## config.mk

```make
export PLATFORM = sky130hd
export DESIGN_NAME = sfx_speaker_arbiter_flat
export DESIGN_NICKNAME = d
export VERILOG_FILES = /design/src/rtl/sfx_speaker_arbiter_if.sv /design/src/rtl/sfx_speaker_arbiter.sv /design/src/flat_wrapper.sv
export SDC_FILE = /design/constraint.sdc
export NUM_CORES = 1
export LEC_CHECK = 0
export BUFFER_PORTS_ARGS = -buffer_cell sky130_fd_sc_hd__buf_2
export CAP_MARGIN = 15
export CORE_ASPECT_RATIO = 1.5
export CORE_MARGIN = 1
export CORE_UTILIZATION = 40
export DETAILED_ROUTE_END_ITERATION = 6
export PLACE_DENSITY = 0.68
export SLEW_MARGIN = 0
export SYNTH_ARGS = -nofsm -noshare
export SYNTH_HDL_FRONTEND = slang
export SYNTH_SLANG_ARGS = --single-unit
```

## constraint.sdc

```tcl
create_clock -name clk -period 2.7 [get_ports clk]
set_input_delay 0.405 -clock clk [delete_from_list [all_inputs] [get_ports clk]]
set_output_delay 0.405 -clock clk [all_outputs]
set_load 0.1 [all_outputs]
```

## src/rtl/sfx_speaker_arbiter_if.sv

```systemverilog
// Bundle of the arbiter's request, tone and speaker-side signals.
// master: the side that raises requests and supplies tones.
// slave:  the arbiter itself.
interface sfx_speaker_arbiter_if #(
  parameter int N_SRC = 4
) ();
  localparam int SEL_W = $clog2(N_SRC);

  logic [N_SRC-1:0] req;
  logic [N_SRC-1:0] tone_in;
  logic             music_tone;
  logic             music_en;
  logic             speaker;
  logic             busy;
  logic [SEL_W-1:0] active_src;
  logic [N_SRC-1:0] ack;
  logic             done;

  modport master (
    output req, tone_in, music_tone, music_en,
    input  speaker, busy, active_src, ack, done
  );

  modport slave (
    input  req, tone_in, music_tone, music_en,
    output speaker, busy, active_src, ack, done
  );
endinterface

```

## src/rtl/sfx_speaker_arbiter.sv

```systemverilog
// Sound-effect speaker arbiter: latches one-shot effect requests, plays the
// highest-priority one (index 0 wins) for DUR_CYCLES, lets a higher-priority
// request cut in, separates effects with GAP_CYCLES of silence, and lets the
// background music through only while idle.
module sfx_speaker_arbiter #(
  parameter int N_SRC      = 4,
  parameter int DUR_CYCLES = 10_000_000,
  parameter int GAP_CYCLES = 500_000
) (
  input  logic                  clk,
  input  logic                  rst_n,
  sfx_speaker_arbiter_if.slave  bus
);

  localparam int SEL_W = $clog2(N_SRC);
  localparam int MAX_C = (DUR_CYCLES > GAP_CYCLES) ? DUR_CYCLES : GAP_CYCLES;
  localparam int CNT_W = $clog2(MAX_C + 1);
  localparam logic [CNT_W-1:0] DUR_LOAD = CNT_W'(DUR_CYCLES - 1);
  // With no gap the load value is never used; keep it well defined anyway.
  localparam logic [CNT_W-1:0] GAP_LOAD = (GAP_CYCLES > 0) ? CNT_W'(GAP_CYCLES - 1) : '0;

  typedef enum logic [1:0] {
    S_IDLE,
    S_PLAY,
    S_GAP
  } state_t;

  state_t           r_state;
  state_t           w_state_next;
  logic [N_SRC-1:0] r_pending;
  logic [N_SRC-1:0] w_pending_next;
  logic [CNT_W-1:0] r_cnt;
  logic [CNT_W-1:0] w_cnt_next;
  logic [SEL_W-1:0] r_active;
  logic [SEL_W-1:0] w_active_next;
  logic [N_SRC-1:0] r_ack;
  logic [N_SRC-1:0] w_ack_next;
  logic             r_done;
  logic             w_done_next;
  logic             r_speaker;
  logic             w_speaker_next;

  logic [N_SRC-1:0] w_cand;
  logic [SEL_W-1:0] w_winner;
  logic [N_SRC-1:0] w_below;
  logic             w_preempt;
  logic             w_grant;

  assign w_cand = r_pending | bus.req;

  // Lowest set index of the candidates wins (scan downward so index 0 lands last).
  always_comb begin
    w_winner = '0;
    for (int i = N_SRC - 1; i >= 0; i--) begin
      if (w_cand[i]) begin
        w_winner = SEL_W'(i);
      end
    end
  end

  // A candidate strictly above the playing source in priority may cut in.
  generate
    for (genvar gi = 0; gi < N_SRC; gi++) begin : g_below
      assign w_below[gi] = w_cand[gi] && (SEL_W'(gi) < r_active);
    end
  endgenerate

  assign w_preempt = |w_below;

  // Next-state, counter, grant and pulse decode for the play/gap sequencer.
  always_comb begin
    w_state_next  = r_state;
    w_cnt_next    = r_cnt;
    w_active_next = r_active;
    w_ack_next    = '0;
    w_done_next   = 1'b0;
    w_grant       = 1'b0;

    case (r_state)
      S_IDLE: begin
        if (|w_cand) begin
          w_grant = 1'b1;
        end
      end
      S_PLAY: begin
        if (w_preempt) begin
          w_grant = 1'b1;
        end else if (r_cnt == '0) begin
          w_done_next = 1'b1;
          if (GAP_CYCLES > 0) begin
            w_state_next  = S_GAP;
            w_cnt_next    = GAP_LOAD;
            w_active_next = '0;
          end else if (|w_cand) begin
            w_grant = 1'b1;
          end else begin
            w_state_next  = S_IDLE;
            w_active_next = '0;
          end
        end else begin
          w_cnt_next = r_cnt - 1'b1;
        end
      end
      S_GAP: begin
        if (r_cnt == '0) begin
          if (|w_cand) begin
            w_grant = 1'b1;
          end else begin
            w_state_next = S_IDLE;
          end
        end else begin
          w_cnt_next = r_cnt - 1'b1;
        end
      end
      default: begin
        w_state_next  = S_IDLE;
        w_cnt_next    = '0;
        w_active_next = '0;
      end
    endcase

    if (w_grant) begin
      w_state_next  = S_PLAY;
      w_active_next = w_winner;
      w_cnt_next    = DUR_LOAD;
      w_ack_next    = N_SRC'(1) << w_winner;
    end
  end

  // The grant one-hot doubles as the pending clear mask, so a clear beats a
  // request arriving on the same edge.
  assign w_pending_next = w_cand & ~w_ack_next;

  // Speaker source follows the state currently held, giving one cycle of latency.
  always_comb begin
    case (r_state)
      S_PLAY:  w_speaker_next = bus.tone_in[r_active];
      S_IDLE:  w_speaker_next = bus.music_tone & bus.music_en;
      default: w_speaker_next = 1'b0;
    endcase
  end

  // State and output registers; reset silences and forgets all requests.
  always_ff @(posedge clk) begin
    if (!rst_n) begin
      r_state   <= S_IDLE;
      r_pending <= '0;
      r_cnt     <= '0;
      r_active  <= '0;
      r_ack     <= '0;
      r_done    <= 1'b0;
      r_speaker <= 1'b0;
    end else begin
      r_state   <= w_state_next;
      r_pending <= w_pending_next;
      r_cnt     <= w_cnt_next;
      r_active  <= w_active_next;
      r_ack     <= w_ack_next;
      r_done    <= w_done_next;
      r_speaker <= w_speaker_next;
    end
  end

  assign bus.speaker    = r_speaker;
  assign bus.busy       = (r_state != S_IDLE);
  assign bus.active_src = r_active;
  assign bus.ack        = r_ack;
  assign bus.done       = r_done;

endmodule

```

## src/flat_wrapper.sv

```systemverilog
// flat-port wrapper written by rule: the top's interface ports become plain ports
module sfx_speaker_arbiter_flat 
#(
  parameter int N_SRC      = 4,
  parameter int DUR_CYCLES = 10_000_000,
  parameter int GAP_CYCLES = 500_000
)
  (clk, rst_n, bus_req, bus_tone_in, bus_music_tone, bus_music_en, bus_speaker, bus_busy, bus_active_src, bus_ack, bus_done);
  sfx_speaker_arbiter_if #(.N_SRC(N_SRC)) bus_i ();
  input  logic clk;
  input  logic rst_n;
  input wire logic [$bits(bus_i.req)-1:0] bus_req;
  input wire logic [$bits(bus_i.tone_in)-1:0] bus_tone_in;
  input wire logic [$bits(bus_i.music_tone)-1:0] bus_music_tone;
  input wire logic [$bits(bus_i.music_en)-1:0] bus_music_en;
  output wire logic [$bits(bus_i.speaker)-1:0] bus_speaker;
  output wire logic [$bits(bus_i.busy)-1:0] bus_busy;
  output wire logic [$bits(bus_i.active_src)-1:0] bus_active_src;
  output wire logic [$bits(bus_i.ack)-1:0] bus_ack;
  output wire logic [$bits(bus_i.done)-1:0] bus_done;
  assign bus_i.req = bus_req;
  assign bus_i.tone_in = bus_tone_in;
  assign bus_i.music_tone = bus_music_tone;
  assign bus_i.music_en = bus_music_en;
  assign bus_speaker = bus_i.speaker;
  assign bus_busy = bus_i.busy;
  assign bus_active_src = bus_i.active_src;
  assign bus_ack = bus_i.ack;
  assign bus_done = bus_i.done;
  sfx_speaker_arbiter #(.N_SRC(N_SRC), .DUR_CYCLES(DUR_CYCLES), .GAP_CYCLES(GAP_CYCLES)) u_core (.clk(clk), .rst_n(rst_n), .bus(bus_i));
endmodule
```

Word-level counts from Yosys, hierarchy flattened
Index checks and enable logic that the tools add are counted.
- $add $sub $neg: 1
- magnitude comparators: 5
- eq/ne operators: 14
- shifts and indexed selects: 1
- multiplexer cells: 28
- bitwise operators: 7
- reductions and logical operators: 17
- operators by type and width (cell ; count):
    24-bit two-way mux ; 4
    24-bit one-hot mux with 3 select lines ; 1
    24-bit logical NOT ; 1
    24-bit by 1-bit subtractor with 24-bit output, second input constant ; 1
    2-bit two-way mux ; 11
    5-bit AND reduction ; 2
    3-bit AND reduction ; 3
    2-bit by 1-bit != test with 1-bit output, second input constant ; 4
    4-bit OR reduction ; 2
    1-bit two-way mux ; 6
    2-bit != test, second input constant ; 3
    3-bit by 1-bit != test with 1-bit output, second input constant ; 2
    3-bit by 2-bit != test with 1-bit output, second input constant ; 2
    2-bit one-hot mux with 3 select lines ; 1
    6-bit OR reduction ; 1
    4-bit AND ; 1
    1-bit logical AND ; 4
    1-bit by 2-bit < comparator with 1-bit output, first input constant ; 2
    2-bit < comparator, first input constant ; 2
    4-bit two-way mux ; 1
    4-bit NOT ; 1
    4-bit OR ; 1
    2-bit one-hot mux with 2 select lines ; 1
    2-bit OR reduction ; 2
    12 further kinds ; 14
- register bits after elaboration: 38
- bits of input ports: 12
- output and inout bits: 9

Longest topological paths before layout
- depth in word-level cells: 9
- depth in mapped cells: 10
- mapped depth without buffers: 8

Worst setup path after synthesis
Ideal clock, no wire load.
- kind: reg2reg
- start point: reg u_core.r_state[0]
- end point: reg u_core.r_state[1]
- arrival time: 2.474 ns
- required time: 2.633 ns
- slack: 0.159 ns
- stages on the path, launching flop included: 8
- buffers on the path: 0
- clock period less this slack: 2.541 ns
- cell sequence: dfxtp_1 inv_1 ha_1 inv_1 nand2_1 or4_4 a21o_1 a21oi_2
- word-level cells in the longest chain between the ends: 3
- elaborated cells between the ends (all ways): 12
- those cells by class: 6 x eq/ne; 2 x mux; 1 x bitwise; 3 x reduce/logical
- RTL lines (item ; RTL line ; RTL):
    start: declaration ; sfx_speaker_arbiter.sv:28 ; state_t r_state;
    start signal: assignment ; sfx_speaker_arbiter.sv:154 ; r_state <= w_state_next;
    2-bit by 1-bit equality test with 1-bit output, or another cell as far along ; sfx_speaker_arbiter.sv:79 ; case (r_state)
    2-bit by 1-bit != test with 1-bit output (no line), or another cell as far along ; - ;
    5-bit AND reduction (no line) / 2-bit OR reduction (equally long branches) ; - ;
Parallel ways exist; a longest one is shown, timed or not.
A chain may end at the register's enable or synchronous reset.

Worst setup path in the final report
- start point: reg u_core.r_cnt[0]
- end point: reg u_core.r_state[0]
- word-level cells in the longest chain between the ends: 5
- elaborated cells between the ends (all ways): 10
- those cells by class: 5 x eq/ne; 3 x mux; 2 x reduce/logical
- RTL lines (item ; RTL line ; RTL):
    start: declaration ; sfx_speaker_arbiter.sv:32 ; logic [CNT_W-1:0] r_cnt;
    start signal: assignment ; sfx_speaker_arbiter.sv:156 ; r_cnt <= w_cnt_next;
    24-bit logical NOT (*) ; sfx_speaker_arbiter.sv:88, sfx_speaker_arbiter.sv:105 ;
    1-bit two-way mux ; sfx_speaker_arbiter.sv:105 ; if (r_cnt == '0) begin
    1-bit one-hot mux with 3 select lines ; sfx_speaker_arbiter.sv:79 ;
    3-bit by 2-bit != test with 1-bit output (no line), or another cell as far along ; - ;
    5-bit AND reduction (no line) ; - ;
Every way passes the cells marked *; elsewhere a longest branch is shown, timed or not.

==> results.ini <==
[outcome]
outcome=complete, no violations

[clock_tree]
ctsLongestPathBuffers=2
postCtsSetupBuffers=0
ctsResizeCount=0
cts_tree=done
htreeDepth=2
cts_buffers=5
hold_buffers=0
clock-sinks=38
cts-root-buf=clkbuf_8
clk_pin_slew_worst_paths_ns=0.07
clock_latency_ns=0.29

[floorplan]
die_w_um=60.4
die_h_um=89.6
rows=31
die-area_mm2=0.00541
fp.coreArea_mm2=0.00489
io_pins=21
initial_core_util_pct=41.9

[final_layout]
diodes=0
area_delta_synth_final_pct=18.3
fin_area_mm2=0.00242
nNetsFinal=307
drive_gt1_share_pct=18.9

[placed_design]
dp_hpwl_um=4330
place.gp.congestion=0.878
dpl_cell_area_mm2=0.00233
portBuffers=20

[timing]
whs_ns=0.340
rsz0062_at_grt=no
finalSetupViolCount=0
slew_viol_final=0
slew-limit-headroom_pct=55.0
hold_violations=0
fin_crit_ns=2.43
setup_tns_ns=0
fmax_ghz=0.411
fin_worst_skew_ns=0.00269
fin_crit_sh_pct=90.1
tightest_slew_ns=0.675

[synthesis]
synth_top_area_share_pct=37.2
ys_seq_elements=38
avgSynthCellArea_um2=8.09
ys_types=47
synthMostInstantiatedCell=dfxtp_1
synth_xor_area_share_pct=3.00
synth_top_family_by_area=simple AND/OR/NAND/NOR gates
yosys.area_share.simple_pct=28.0
ys.flop_type=dfxtp_1
synth.cell_area_mm2=0.00205
synth_adder_area_share_pct=3.06
synth-edff-count=0
postSynthCellCount=253
synth_nets=270
synth_compound_area_share_pct=24.4
async_flop_share_pct=0
yosysTopAreaCell=dfxtp_1
seq_area_frac_synth_pct=37.2
synthTopCellsByArea=dfxtp_1, nor2_1, o21ai_0
yosys-top-cells-count=dfxtp_1, nor2_1, o21ai_0
yosysWarningCount=0
synthMuxAreaShare_pct=1.10

[setup_path]
cp.arrival_ns=2.59
worstSetupEndpointType=flip-flop
cp_max_fo=4
cp_slowest_cell=or4b_4
path_cells=inv_1, ha_1, or4b_4, nor4b_4, nand2_4, or4_4, a31oi_1, nor2_1
path_class=reg -> reg
critical_path_required_ns=2.86
startpoint_type=flip-flop
critPathBufInv=1
cp_slowest_stage_delay_ns=0.51
cp_top_family=simple AND/OR/NAND/NOR gates

[route]
drtPass1Iterations=4
ant_nets=0
via_count=2079
via_per_inst=5.82
drt-total-wl_um=5630
wl_per_cell_um=15.8
drc_errors=0
drtIter0Drc=157

[global_route]
grt_util_met2_pct=43.8
grt_remaining_overflow=0
grt-busiest-layer=met2
antenna_found_initial=0
grt_max_degree=21
grt_pass1_vias=1936
track_usage_pct=22.7
grt_util_met1_pct=22.5
globalRouteMet3Util_pct=4.44
grt_pass1_wl_um=8970

[pwr]
power_density_mw_per_mm2=621
ir_drop_mv=0.244
p_leak_nw=0.958

[job]
drv_cap=0

[hold_path]
hold_class=in -> reg

## final timing paths
path                         start                end  slack (ns)  depth (start not counted)
setup reg to reg   u_core.r_cnt[0]  u_core.r_state[0]        0.27                          8
hold reg to reg   u_core.r_cnt[10]   u_core.r_cnt[10]        0.50                          2
hold / removal          bus_req[0]  u_core.bus.ack[1]        0.34                          2
setup / recovery   u_core.r_cnt[0]  u_core.r_state[0]        0.27                          8
## stage by stage
step	power [mW]	util, %	setup WS, ns	instances
5_1_grt	1.59	49.5	0.106	357
3_5_place_dp	1.11	47.7	0.205	349
6_report	1.50	49.5	0.266	357
3_3_place_gp	1.10	47.7	0.257	349
4_1_cts	1.51	49.5	0.262	357
2_1_floorplan	0.970	-	0.159	253
## power breakdown
part           internal (mW)  switching, mW  total, mW
clock network          0.206          0.197      0.403
logic                  0.156          0.293      0.448
registers              0.605         0.0479      0.652
total                  0.966          0.538       1.50
## sequential cells by signal, summed over array words and instances, names as in the netlist
signal                 cells
u_core.bus.speaker         1
u_core.bus.done            1
u_core.bus.active_src      2
u_core.r_state             2
u_core.r_cnt              24
u_core.r_pending           4
u_core.bus.ack             4
## final cells by class
class | count | area (um2)
clock inverter | 1 | 5.00
fill | 488 | 2470
multi-input combinational | 198 | 1220
inverter | 9 | 33.8
tap | 66 | 82.6
sequential | 38 | 761
timing repair buffer | 38 | 235
clock buffer | 7 | 86.3
## metal layers
metal,part of all wire (%),vias to the layer above
li1,-,1020
met1,38,978
met2,55,71
met3,5.3,10
met4,1.8,0
met5,0,-
## cells in the final DEF, fill, tap and decap left out, drive strengths merged, types with 2 or more instances in the layout
| master | instances |
|---|---|
| a31oi | 4 |
| ha | 5 |
| or3 | 3 |
| nand4 | 5 |
| a211oi | 3 |
| o21a | 3 |
| o311ai | 2 |
| a221oi | 5 |
| nand2b | 2 |
| xnor2 | 4 |
| clkbuf | 7 |
| nor4b | 2 |
| xor2 | 3 |
| buf | 38 |
| nand2 | 16 |
| or4 | 5 |
| nor2 | 33 |
| nor2b | 2 |
| a21oi | 24 |
| nand3 | 11 |
| nor3 | 14 |
| inv | 9 |
| dfxtp | 38 |
| o21ai | 25 |
| nor4 | 11 |
## kinds of logic (layout without fill, tap and decap cells)
group | count (synthesis) | count (layout)
flip-flops | 38 | 38
AO/OA/AOI/OAI | 77 | 77
XOR/XNOR | 7 | 7
multiplexers | 1 | 1
adder cells (fa/ha/maj) | 5 | 5
AND/OR/NAND/NOR | 108 | 108
buffers and inverters | 17 | 55
(Power assumes the default switching activity.)
